==> src/rtl/sig_collector.sv <==
// rtl/sig_collector.sv - MISR signature collector with serial MSB-first readout
// Absorbs registered monitor bits for WINDOW cycles, then shifts the signature out.
module sig_collector #(
  parameter int                  INPUTS   = 8,
  parameter int                  SIG_BITS = 16,
  parameter logic [SIG_BITS-1:0] POLY     = 16'h1021,
  parameter int                  WINDOW   = 256
) (
  input  logic              clk,
  input  logic              resetn,
  input  logic [INPUTS-1:0] d,
  input  logic              start,
  output logic              q,
  output logic              q_valid,
  output logic              busy,
  output logic              done
);

  localparam int MAXV = (WINDOW > SIG_BITS) ? WINDOW : SIG_BITS;
  localparam int CW   = $clog2(MAXV + 1);
  localparam logic [CW-1:0] CNT_WIN = CW'(WINDOW);
  localparam logic [CW-1:0] CNT_SHL = CW'(SIG_BITS - 1);

  typedef enum logic [1:0] {IDLE, ACCUM, SHIFT, DONE} state_t;

  state_t              state_q, state_d;
  logic [SIG_BITS-1:0] misr_q, misr_d;
  logic [INPUTS-1:0]   d_r_q;
  logic [CW-1:0]       cnt_q, cnt_d;
  logic                q_q, q_d;
  logic                q_valid_q, q_valid_d;
  logic                busy_q, busy_d;
  logic                done_q, done_d;

  logic [SIG_BITS-1:0] misr_step;
  logic [SIG_BITS-1:0] misr_shift;

  assign misr_step  = (misr_q << 1) ^ (misr_q[SIG_BITS-1] ? POLY : '0) ^ SIG_BITS'(d_r_q);
  assign misr_shift = misr_q << 1;

  // ACCUM runs WINDOW absorb cycles plus one hold cycle that loads the first output bit.
  always_comb begin
    state_d   = state_q;
    misr_d    = misr_q;
    cnt_d     = cnt_q;
    q_d       = 1'b0;
    q_valid_d = 1'b0;
    busy_d    = 1'b0;
    done_d    = 1'b0;
    case (state_q)
      IDLE: begin
        if (start) begin
          state_d = ACCUM;
          misr_d  = '0;
          cnt_d   = '0;
          busy_d  = 1'b1;
        end
      end
      ACCUM: begin
        busy_d = 1'b1;
        if (cnt_q == CNT_WIN) begin
          state_d   = SHIFT;
          cnt_d     = '0;
          q_d       = misr_q[SIG_BITS-1];
          q_valid_d = 1'b1;
        end else begin
          misr_d = misr_step;
          cnt_d  = cnt_q + 1'b1;
        end
      end
      SHIFT: begin
        misr_d = misr_shift;
        if (cnt_q == CNT_SHL) begin
          state_d = DONE;
          cnt_d   = '0;
          done_d  = 1'b1;
        end else begin
          cnt_d     = cnt_q + 1'b1;
          q_d       = misr_shift[SIG_BITS-1];
          q_valid_d = 1'b1;
          busy_d    = 1'b1;
        end
      end
      DONE: begin
        state_d = IDLE;
      end
      default: begin
        state_d = IDLE;
      end
    endcase
  end

  always_ff @(posedge clk or negedge resetn) begin
    if (!resetn) begin
      state_q   <= IDLE;
      misr_q    <= '0;
      d_r_q     <= '0;
      cnt_q     <= '0;
      q_q       <= 1'b0;
      q_valid_q <= 1'b0;
      busy_q    <= 1'b0;
      done_q    <= 1'b0;
    end else begin
      state_q   <= state_d;
      misr_q    <= misr_d;
      d_r_q     <= d;
      cnt_q     <= cnt_d;
      q_q       <= q_d;
      q_valid_q <= q_valid_d;
      busy_q    <= busy_d;
      done_q    <= done_d;
    end
  end

  assign q       = q_q;
  assign q_valid = q_valid_q;
  assign busy    = busy_q;
  assign done    = done_q;

endmodule

==> config.mk <==
export PLATFORM = sky130hd
export DESIGN_NAME = sig_collector
export DESIGN_NICKNAME = d
export VERILOG_FILES = /design/src/rtl/sig_collector.sv
export SDC_FILE = /design/constraint.sdc
export NUM_CORES = 1
export LEC_CHECK = 0
export BUFFER_PORTS_ARGS = -buffer_cell sky130_fd_sc_hd__buf_2
export CORE_ASPECT_RATIO = 1.1
export CORE_MARGIN = 2
export CORE_UTILIZATION = 38
export DETAILED_ROUTE_END_ITERATION = 16
export PLACE_DENSITY_LB_ADDON = 0.12
export SYNTH_ARGS = -nofsm -noshare
export SYNTH_HDL_FRONTEND = slang
export SYNTH_SLANG_ARGS = --single-unit
==> constraint.sdc <==
create_clock -name clk -period 2.8 [get_ports clk]
set_input_delay 0.14 -clock clk [delete_from_list [all_inputs] [get_ports clk]]
set_output_delay 0.14 -clock clk [all_outputs]
set_load 0.03 [all_outputs]
Word level (Yosys, flattened, before mapping) --
Index checks and enable logic that the tools add are counted.
Operators by class: $add $sub $neg 1, equality and inequality tests 9, mux-type cells 22, bitwise logic cells 2, reduce and logical (&&, ||, !) cells 5
Operators by type and width (count):
- case mux 16 bit (3 select lines) | 1
- two-way mux 16 bit | 2
- two-way mux 9 bit | 3
- case mux 9 bit (3 select lines) | 1
- XOR 16 x 13 -> 16 bit | 1
- XOR 16 x 8 -> 16 bit | 1
- two-way mux 13 bit | 1
- adder 9 x 1 -> 9 bit (second input constant) | 1
- equality test 9 x 4 -> 1 bit (second input constant) | 1
- equality test 9 bit (second input constant) | 1
- inequality test 2 bit (second input constant) | 4
- case mux 2 bit (4 select lines) | 1
- two-way mux 1 bit | 7
- two-way mux 2 bit | 3
- AND reduction 3 bit | 2
- equality test 2 bit (second input constant) | 2
- case mux 1 bit (2 select lines) | 2
- case mux 1 bit (3 select lines) | 1
- nonzero test 3 bit | 1
- equality test 2 x 1 -> 1 bit (second input constant) | 1
- logical NOT 2 bit | 1
- AND reduction 2 bit | 1
Word-level totals: flip-flop bits (word level) 39, input port bits 11, output and inout bits 4, logic and storage cells 47

Longest topological paths before layout --
Gate-level depths: netlist of run 1.
depth after elaboration 5, mapped depth 8, depth with buffers taken out 7

Least setup slack after synthesis of run 1 --
Ideal clock, no wire load.
kind register to register, start register cnt_q[6], end register cnt_q[8], library setup time 121 ps, arrival time 1860 ps, data required time 2679 ps, path slack 819 ps, cell stages (with the launch flop) 7, buffers on the path 1, period minus slack after synthesis 1981 ps, path through dfrtp_1 or4_4 o31a_1 o211ai_2 buf_6 nor2_1 o22a_1
Between the ends: word-level cells in the longest chain between the ends 3, elaborated cells between the ends (all ways) 6, classes of those cells add/sub: 1; eq/ne: 2; mux: 3
Ends and longest elaborated chain:
- from (decl) | line 29 | logic [CW-1:0] cnt_q, cnt_d;
- from (signal assigned) | line 107 | cnt_q <= cnt_d;
- adder 9 x 1 -> 9 bit (tied with other cells) | line 68, 78
- two-way mux 9 bit, on equally long branches | line 73, 61
- case mux 9 bit (3 select lines) (*) | line 50 | case (state_q)
Mark *: on every way between the ends. The rest lies on a longest branch, timed or not. A chain may end at the register's enable or synchronous reset.

Worst setup path after layout of run 1 --
Same ends and word-level chain as after synthesis.

==> impl_metrics.env, run 1 <==
export IMPL_synth_compound_area_share=0.198
export IMPL_relSlewSlack=0.441
export IMPL_htree_num_levels=2
export IMPL_ctsHoldBuffers=9
export IMPL_syn_avg_cell_area_um2=11.4
export IMPL_grt_total_usage=0.141
export IMPL_netlist_top_cells_area="dfrtp_1 (54%), o21ai_0 (4.5%), ha_1 (4.2%), xor2_1 (3.9%), a22o_1 (3.4%)"
export IMPL_vias_per_cell=5.37
export IMPL_outcome="completed"
export IMPL_wirelength_mm=3.30
export IMPL_cp_arrival_ns=2.57
export IMPL_numCtsBuffers=5
export IMPL_netlist_area_leader_share=0.545
export IMPL_startpoint_type="flip-flop"
export IMPL_synth_adder_area_share=0.0419
export IMPL_drtPass1Iterations=4
export IMPL_cp_end_kind="flip-flop"
export IMPL_io_pin_count=15
export IMPL_ir_worst_vdd_mv=0.393
export IMPL_die_y_um=76.0
export IMPL_hpwl_mm=2.19
export IMPL_grt_pass1_vias=1274
export IMPL_synth_simple_area_share=0.124
export IMPL_syn_area_um2=1790
export IMPL_synthMuxAreaShare=0.00559
export IMPL_clock_skew_ns=0.00595
export IMPL_synth_edff_count=0
export IMPL_cts_tree="done"
export IMPL_fp_coreArea_um2=4590
export IMPL_p_sw_mw=0.731
export IMPL_fin_tns_setup_ns=0
export IMPL_fmax_mhz=419
export IMPL_p_int_mw=1.11
export IMPL_comb_power_share=0.399
export IMPL_hold_violations=0
export IMPL_yosysSeqAreaShare=0.545
export IMPL_fin_crit_sh=0.853
export IMPL_drv_slew=0
export IMPL_grt_max_degree=40
export IMPL_drive_above_1_share=0.168
export IMPL_synth_largest_area_cell="dfrtp_1"
export IMPL_rsz0062_at_grt="false"
export IMPL_fin_cells=240
export IMPL_r2r_cells=5
export IMPL_placedCellCount=223
export IMPL_fin_nets=200
export IMPL_die_width_um=69.5
export IMPL_start_util=0.391
export IMPL_ant_nets=0
export IMPL_cts_resized_gates=0
export IMPL_required_ns=2.98
export IMPL_tightest_slew_ns=0.838
export IMPL_clkTransAtPathRegs_ns=0.08
export IMPL_hp_class="primary input to flip-flop"
export IMPL_synth_seq_cells=39
export IMPL_post_drt_wl_per_cell_um=13.8
export IMPL_p_leak_nw=1.02
export IMPL_ctsLongestPathBuffers=2
export IMPL_numPortBuffers=14
export IMPL_die_area_um2=5280
export IMPL_clk_latency_ns=0.29
export IMPL_synth_top_family_by_area="compound AO/OA/AOI/OAI gates"
export IMPL_synthXorXnorAreaFrac=0.0489
export IMPL_nFillCells=416
export IMPL_area_growth_synth_to_final_pct=15.7
export IMPL_ys_types=36
export IMPL_finalSetupViolations=0
export IMPL_clockPowerShare=0.196
export IMPL_yosysWarnings=0
export IMPL_min_path_cells=3
export IMPL_power_density_nw_per_um2=887
export IMPL_clock_sinks=39
export IMPL_netlist_instances=157
export IMPL_drt_iter0_drc=47
export IMPL_drcViolationCount=0
export IMPL_cp_max_fo=13
export IMPL_grt_pass1_wl_mm=5.98
export IMPL_period_needed_ns=2.39
export IMPL_cts_root_buf="clkbuf_8"
export IMPL_pwr_share_seq=0.406
export IMPL_post_cts_buffers=0
export IMPL_syn_num_nets=174
export IMPL_critPathKind="flip-flop to flip-flop"
export IMPL_grt_antenna_before_repair=0
export IMPL_antennaDiodeCount=0
export IMPL_overflow=0
export IMPL_switching_share=0.397
export IMPL_vias=1289
export IMPL_row_count=26
export IMPL_gp_congestion=0.729
export IMPL_ys_flop_type="dfrtp_1"
export IMPL_drv_cap=0
export IMPL_synthArstFlopShare=1.00
-- flip-flops by register name, summed over array words and instances, names as in the netlist --
signal / count
misr_q: 16
cnt_q: 9
done: 1
state_q: 2
q: 1
q_valid: 1
d_r_q: 8
busy: 1
-- cell families after synthesis --
kind of cell / count (synthesis)
compound gates: 50
simple gates: 39
flops: 39
buf+inv: 12
xor+xnor: 10
fa+ha+maj: 6
mux: 1
-- path summary, 6_finish.rpt --
kind	from	to	slack (ns)
min in group asynchronous	resetn	cnt_q[0]	0.49
setup reg to reg	cnt_q[6]	cnt_q[8]	0.41
setup / recovery	cnt_q[6]	cnt_q[8]	0.41
hold reg to reg	misr_q[12]	misr_q[12]	0.49
hold / removal	start	busy	0.17
max in group asynchronous	resetn	misr_q[10]	1.77
-- cell usage after synthesis (3+ instances only) --
master	instances
dfrtp_1	39
o21ai_0	16
nand2_1	14
a22oi_1	8
xor2_1	8
a22o_1	7
ha_1	6
inv_1	6
a21o_1	5
nor3b_1	5
clkbuf_1	4
nand3_1	4
a21boi_0	3
and3_1	3
-- cell usage in the layout, fill, tap and decap left out, types with 4 or more instances in the layout --
cell	synthesis	layout
dlygate4sd3_1	0	9
a22o_1	7	7
a22oi_1	8	8
nand2_1	14	14
nand3_1	4	4
clkbuf_8	0	5
xor2_1	8	8
ha_1	6	6
o21ai_0	16	16
nor3b_1	5	5
buf_2	0	14
inv_1	6	6
a21o_1	5	5
dfrtp_1	39	39
-- metal layers --
metal  vias up  global-route usage  wire [um]
li1        620                   -          -
met1       638               0.179       1520
met2        25               0.232       1590
met3         6              0.0384        136
met4         0              0.0529         57
met5         -                   0          0
-- power by group through the flow --
stage / clock network [mW] / logic, mW / registers [mW]
2_1_floorplan: 0 / 0.562 / 0.771
3_3_place_gp: 0 / 0.712 / 0.754
3_5_place_dp: 0 / 0.732 / 0.758
4_1_cts: 0.375 / 0.743 / 0.748
5_1_grt: 0.406 / 0.836 / 0.765
6_report: 0.360 / 0.733 / 0.747
-- critical path, cell delays in order (launching register included) --
cell,delay [ns]
dfrtp_1,0.44
or4_4,0.56
o31a_1,0.35
o211ai_2,0.50
and2b_2,0.28
o22a_1,0.15
-- cell type report --
| cell class | instances | area, um^2 | area share |
|---|---|---|---|
| well taps | 56 | 70.1 | 0.0338 |
| flip-flops and latches | 39 | 976 | 0.471 |
| inverters | 6 | 22.5 | 0.0109 |
| repair buffers | 25 | 175 | 0.0845 |
| clock inverters | 1 | 5.00 | 0.00241 |
| multi-input cells | 106 | 748 | 0.361 |
| clock buffers | 7 | 76.3 | 0.0368 |
-- stage by stage --
stage | power [mW] | hold slack, ns | worst slack (ns) | util | area, um^2
detailed placement | 1.49 | 0.249 | 0.425 | 0.415 | 1900
global placement | 1.47 | 0.248 | 0.508 | 0.415 | 1900
finish | 1.84 | 0.170 | 0.413 | 0.452 | 2070
global route | 2.01 | 0.195 | 0.305 | 0.452 | 2070
CTS | 1.87 | 0.166 | 0.408 | 0.452 | 2070
floorplan | 1.33 | -0.156 | 0.819 | - | 1790
Power figures use the tool's default switching activity.
==> run 2: changes to the inputs <==
ABC_AREA = 1   (was unset)
clock period = 2 ns   (was 2.8 ns; I/O delays follow)
==> run 2 against run 1 <==
Compared with the run above: global-route usage increased by 0.67 points; combinational power increased by 61%; routed wire length increased by 9.3%; synthesized area increased by 9.8%; setup slack got worse by 0.016 ns; via count increased by 9.4%; non-clock buffer count increased by 2; cell count increased by 23%; clock power increased by 63%; synthesized cell count increased by 31%; first-iteration DRC count increased by 64%.
==> impl_metrics.env, run 2 <==
export IMPL_clock_sinks=39
export IMPL_finalSetupViolations=0
export IMPL_wirelength_mm=3.61
export IMPL_drtPass1Iterations=4
export IMPL_p_total_mw=2.80
export IMPL_synthArstFlopShare=1.00
export IMPL_cp_arrival_ns=1.81
export IMPL_grt_total_usage=0.148
export IMPL_cp_end_kind="flip-flop"
export IMPL_cp_max_fo=16
export IMPL_drt_iter0_drc=77
export IMPL_synth_edff_count=0
export IMPL_drcViolationCount=0
export IMPL_drive_above_1_share=0.262
export IMPL_pwr_share_seq=0.370
export IMPL_die_area_um2=5770
export IMPL_fin_util=0.460
export IMPL_multi_input_area_um2=886
export IMPL_fin_nets=253
export IMPL_post_cts_buffers=0
export IMPL_min_to="busy"
export IMPL_hold_violations=0
export IMPL_seqCellArea_um2=976
export IMPL_crit_start="state_q[0]"
export IMPL_layout_common_cells="nand2_1 (52), dfrtp_1 (39), o21ai_2 (18)"
export IMPL_netlist_top_cells_area="dfrtp_1 (50%), nand2_1 (9.9%), o21ai_2 (8.0%), xor2_1 (4.9%), ha_1 (3.8%)"
export IMPL_ys_types=23
export IMPL_row_count=27
export IMPL_start_util=0.394
export IMPL_outcome="completed"
export IMPL_nFillCells=499
export IMPL_grt_max_degree=19
export IMPL_antennaDiodeCount=0
export IMPL_p_leak_nw=1.09
export IMPL_cts_root_buf="clkbuf_8"
export IMPL_reg_largest_list="misr_q x16, cnt_q x9, d_r_q x8"
export IMPL_numCtsBuffers=5
export IMPL_worstHoldStart="start"
export IMPL_fin_crit_sh=0.802
export IMPL_syn_area_um2=1970
export IMPL_clock_skew_ns=0.00748
export IMPL_grt_pass1_wl_mm=6.59
export IMPL_grt_antenna_before_repair=0
export IMPL_fp_coreArea_um2=5000
export IMPL_drv_cap=0
export IMPL_clk_latency_ns=0.29
export IMPL_fin_tns_setup_ns=0
export IMPL_switching_share=0.427
export IMPL_startpoint_type="flip-flop"
export IMPL_rsz0062_at_grt="false"
export IMPL_ctsLongestPathBuffers=2
export IMPL_drv_slew=0
export IMPL_yosysMostFrequentCell="nand2_1"
export IMPL_hp_class="primary input to flip-flop"
export IMPL_synth_seq_cells=39
export IMPL_relSlewSlack=0.718
export IMPL_period_needed_ns=1.60
export IMPL_power_density_nw_per_um2=1220
export IMPL_p_int_mw=1.61
export IMPL_netlist_top_cells_count="nand2_1 (52), dfrtp_1 (39), o21ai_2 (18)"
export IMPL_area_growth_synth_to_final_pct=16.8
export IMPL_netlist_instances=206
export IMPL_fin_cells=295
export IMPL_syn_avg_cell_area_um2=9.55
export IMPL_p_sw_mw=1.20
export IMPL_r2r_start="state_q[0]"
export IMPL_htree_num_levels=2
export IMPL_tightest_slew_ns=0.423
export IMPL_ys_flop_type="dfrtp_1"
export IMPL_critical_path_reg2reg_endpoint="misr_q[7]"
export IMPL_overflow=0
export IMPL_post_drt_wl_per_cell_um=12.2
export IMPL_fmax_mhz=624
export IMPL_io_pin_count=15
export IMPL_hpwl_mm=2.58
export IMPL_yosysWarnings=0
export IMPL_clockPowerShare=0.209
export IMPL_min_path_cells=3
export IMPL_yosysSeqAreaShare=0.496
export IMPL_cts_resized_gates=0
export IMPL_required_ns=2.20
export IMPL_final_common_cell="nand2_1"
export IMPL_largest_reg_flops=16
export IMPL_comb_power_share=0.421
export IMPL_placedCellCount=278
export IMPL_cts_tree="done"
export IMPL_die_y_um=79.5
export IMPL_vias=1410
export IMPL_setup_ws_ns=0.397
export IMPL_die_width_um=72.6
export IMPL_largest_register="misr_q"
export IMPL_r2r_cells=6
export IMPL_reg2reg_slack_ns=0.40
export IMPL_vias_per_cell=4.78
export IMPL_ir_worst_vdd_mv=0.576
export IMPL_ant_nets=0
export IMPL_post_place_ws_ns=0.407
export IMPL_grt_pass1_vias=1435
export IMPL_numPortBuffers=14
export IMPL_critPathKind="flip-flop to flip-flop"
export IMPL_gp_congestion=0.815
export IMPL_syn_num_nets=223
export IMPL_synth_largest_area_cell="dfrtp_1"
export IMPL_clkTransAtPathRegs_ns=0.07
export IMPL_netlist_area_leader_share=0.496
-- run 2: layout make-up --
type,instances,share of cell area
Timing Repair Buffer,27,0.0827
Inverter,20,0.0326
Clock buffer,8,0.0435
Multi-Input combinational cell,143,0.385
Tap cell,58,0.0316
Sequential cell,39,0.424
-- run 2: cell families (layout without fill, tap and decap cells) --
group / Yosys count / count (layout) / synth area share
AOI/OAI and AO/OA: 40 / 40 / 0.145
xor gates and xnor gates: 12 / 12 / 0.0534
adders and majority gates: 6 / 6 / 0.0381
buffers and inverters: 24 / 55 / 0.0540
DFF: 39 / 39 / 0.496
and+or+nand+nor: 85 / 85 / 0.214
-- run 2: worst max path at each step --
stage                endpoint
finish              misr_q[7]
global route        misr_q[7]
CTS                 misr_q[7]
detailed placement  misr_q[7]
global placement    misr_q[6]
floorplan           misr_q[0]
-- run 2: what timing repair did --
action | in CTS | in global routing
endpoints found under the hold margin | 24 | 0
hold buffers | 9 | 0
setup endpoints to repair | 0 | 0
-- run 2: power groups by stage --
| stage | Clock, mW | Combinational, mW | Sequential, mW |
|---|---|---|---|
| final | 0.586 | 1.18 | 1.04 |
| after global routing | 0.646 | 1.34 | 1.06 |
| after CTS | 0.603 | 1.20 | 1.04 |
| after detailed placement | 0 | 1.18 | 1.05 |
| after global placement | 0 | 1.19 | 1.05 |
| after floorplan | 0 | 0.936 | 1.07 |
-- run 2: metal layers --
layer  wire (um)  track usage  vias up
li1            -            -      720
met1        1650        0.183      666
met2        1790        0.243       17
met3         101       0.0391        7
met4          75       0.0630        0
met5           0            0        -
-- run 2: worst max-delay path, stage by stage (launching register included) --
cell and delay, ns:
dfrtp_1 0.40, inv_1 0.08, ha_1 0.33, inv_1 0.11, nor2_4 0.19, nand2_4 0.19, o21ai_0 0.22
-- run 2: per-stage QoR --
step	instance area (um^2)	hold WS (ns)
floorplan	1970	-0.196
global placement	2110	0.0635
detailed placement	2110	0.0696
CTS	2300	0.133
global route	2300	0.184
finish	2300	0.133
==> run 3: changes to the inputs <==
clock period = 1.54 ns   (was 2 ns; I/O delays follow)
==> run 3 against run 2 <==
Compared with the run above: via count increased by 4.4%; clock power increased by 13%; clock skew decreased by 0.0022 ns; routed wire length increased by 4.7%; critical path depth increased by 2; cell count increased by 5.8%; hold slack got worse by 0.0053 ns; register-to-register slack got worse by 0.34 ns; combinational power increased by 78%; die area unchanged; critical endpoint is now cnt_q[2]; largest cell class unchanged; highest routed layer unchanged.
==> impl_metrics.env, run 3 (synthesis results as in run 2) <==
export IMPL_clock_sinks=39
export IMPL_p_leak_nw=1.16
export IMPL_clk_latency_ns=0.29
export IMPL_hp_class="primary input to flip-flop"
export IMPL_area_growth_synth_to_final_pct=25.0
export IMPL_layout_common_cells="nand2_1 (50), dfrtp_1 (39), buf_4 (19)"
export IMPL_largest_reg_flops=16
export IMPL_critPathKind="flip-flop to flip-flop"
export IMPL_min_path_cells=3
export IMPL_drive_above_1_share=0.335
export IMPL_r2r_cells=8
export IMPL_hpwl_mm=2.75
export IMPL_setup_ws_ns=0.0545
export IMPL_drcViolationCount=0
export IMPL_start_util=0.394
export IMPL_vias=1472
export IMPL_fmax_mhz=673
export IMPL_largest_register="misr_q"
export IMPL_grt_total_usage=0.149
export IMPL_cts_tree="done"
export IMPL_post_place_ws_ns=0.0200
export IMPL_gr_usage_met3=0.0316
export IMPL_overflow=0
export IMPL_die_width_um=72.6
export IMPL_reg2reg_slack_ns=0.05
export IMPL_multi_input_area_um2=918
export IMPL_numCtsBuffers=5
export IMPL_cts_root_buf="clkbuf_8"
export IMPL_grtUsageMet1=0.184
export IMPL_antennaDiodeCount=0
export IMPL_grt_pass1_wl_mm=6.57
export IMPL_min_to="busy"
export IMPL_fp_coreArea_um2=5000
export IMPL_seqCellArea_um2=976
export IMPL_required_ns=1.71
export IMPL_outcome="completed"
export IMPL_drv_slew=0
export IMPL_finalSetupViolations=0
export IMPL_final_common_cell="nand2_1"
export IMPL_io_pin_count=15
export IMPL_worstHoldStart="start"
export IMPL_fin_nets=270
export IMPL_grt_pass1_vias=1394
export IMPL_startpoint_type="flip-flop"
export IMPL_gp_congestion=0.824
export IMPL_cp_arrival_ns=1.66
export IMPL_cp_end_kind="flip-flop"
export IMPL_p_total_mw=4.10
export IMPL_clkTransAtPathRegs_ns=0.07
export IMPL_ctsLongestPathBuffers=2
export IMPL_power_density_nw_per_um2=1670
export IMPL_drtPass1Iterations=4
export IMPL_grtUsageMet2=0.250
export IMPL_fin_tns_setup_ns=0
export IMPL_fin_crit_sh=0.965
export IMPL_ant_nets=0
export IMPL_grt_busiest_layer="met2"
export IMPL_critical_path_reg2reg_endpoint="cnt_q[2]"
export IMPL_die_y_um=79.5
export IMPL_relSlewSlack=0.661
export IMPL_die_area_um2=5770
export IMPL_fin_cells=312
export IMPL_ir_worst_vdd_mv=0.805
export IMPL_htree_num_levels=2
export IMPL_post_drt_wl_per_cell_um=12.1
export IMPL_placedCellCount=290
export IMPL_drv_cap=0
export IMPL_row_count=27
export IMPL_vias_per_cell=4.72
export IMPL_drt_iter0_drc=79
export IMPL_r2r_start="state_q[0]"
export IMPL_reg_largest_list="misr_q x16, cnt_q x9, d_r_q x8"
export IMPL_hold_violations=0
export IMPL_grt_antenna_before_repair=0
export IMPL_cp_max_fo=4
export IMPL_nFillCells=482
export IMPL_numPortBuffers=14
export IMPL_wirelength_mm=3.78
export IMPL_clock_skew_ns=0.00523
export IMPL_period_needed_ns=1.49
export IMPL_rsz0062_at_grt="true"
export IMPL_tightest_slew_ns=0.508
export IMPL_grt_max_degree=23
## run 3: cell types whose count changed in the layout (fill, tap and decap cells not counted), sizes merged
cell | before | now
buf | 18 | 35
clkbuf | 8 | 7
clkinv | 0 | 1
clkinvlp | 0 | 1
inv | 20 | 19
## run 3: report_power, final
part	internal, mW	total (mW)	leakage, nW	switching [mW]
Sequential	1.20	1.33	0.517	0.128
Clock	0.318	0.664	0.0422	0.346
Combinational	0.891	2.10	0.605	1.21
## run 3: what timing repair did
item                                   in CTS  in global routing
hold buffers                                9                  0
endpoints found under the hold margin      28                  0
setup buffers                               0                  5
gates resized for setup                     0                 11
setup endpoints to repair                   0                 24
## run 3: worst max-delay path by stage
| stage | startpoint | slack (ns) | cells after the start | endpoint |
|---|---|---|---|---|
| after floorplan | state_q[0] | 0.09 | 9 | misr_q[0] |
| after global placement | state_q[0] | -0.004 | 8 | cnt_q[4] |
| after detailed placement | state_q[0] | 0.02 | 8 | cnt_q[4] |
| after CTS | state_q[0] | 0.02 | 8 | cnt_q[4] |
| after global routing | state_q[0] | -0.04 | 8 | cnt_q[2] |
| final | state_q[0] | 0.05 | 8 | cnt_q[2] |
## run 3: final cells by class
cell class | instances | share of cell area
Tap cell | 58 | 0.0295
Sequential cell | 39 | 0.397
Multi-Input combinational cell | 143 | 0.373
Clock buffer | 7 | 0.0310
Clock inverter | 1 | 0.00203
Inverter | 20 | 0.0320
Timing Repair Buffer | 44 | 0.136
## run 3: metal layers
metal	vias up	share of wire
met4	0	0.018
met2	16	0.51
met3	7	0.017
met5	-	0
li1	757	-
met1	692	0.45
## run 3: worst max-delay path, stage by stage, from the launching register on
cell and delay [ns]:
dfrtp_1 0.41, inv_1 0.10, ha_2 0.21, nand2_2 0.08
nand2_4 0.10, clkinvlp_4 0.16, nand2_1 0.10, xor2_1 0.14
a21oi_1 0.05
## run 3: metrics by stage
stage	hold WS, ns	cell area (um^2)	util
2_1_floorplan	-0.219	1970	-
3_3_place_gp	0.0862	2210	0.442
3_5_place_dp	0.0830	2210	0.442
4_1_cts	0.123	2380	0.477
5_1_grt	0.198	2460	0.492
6_report	0.127	2460	0.492
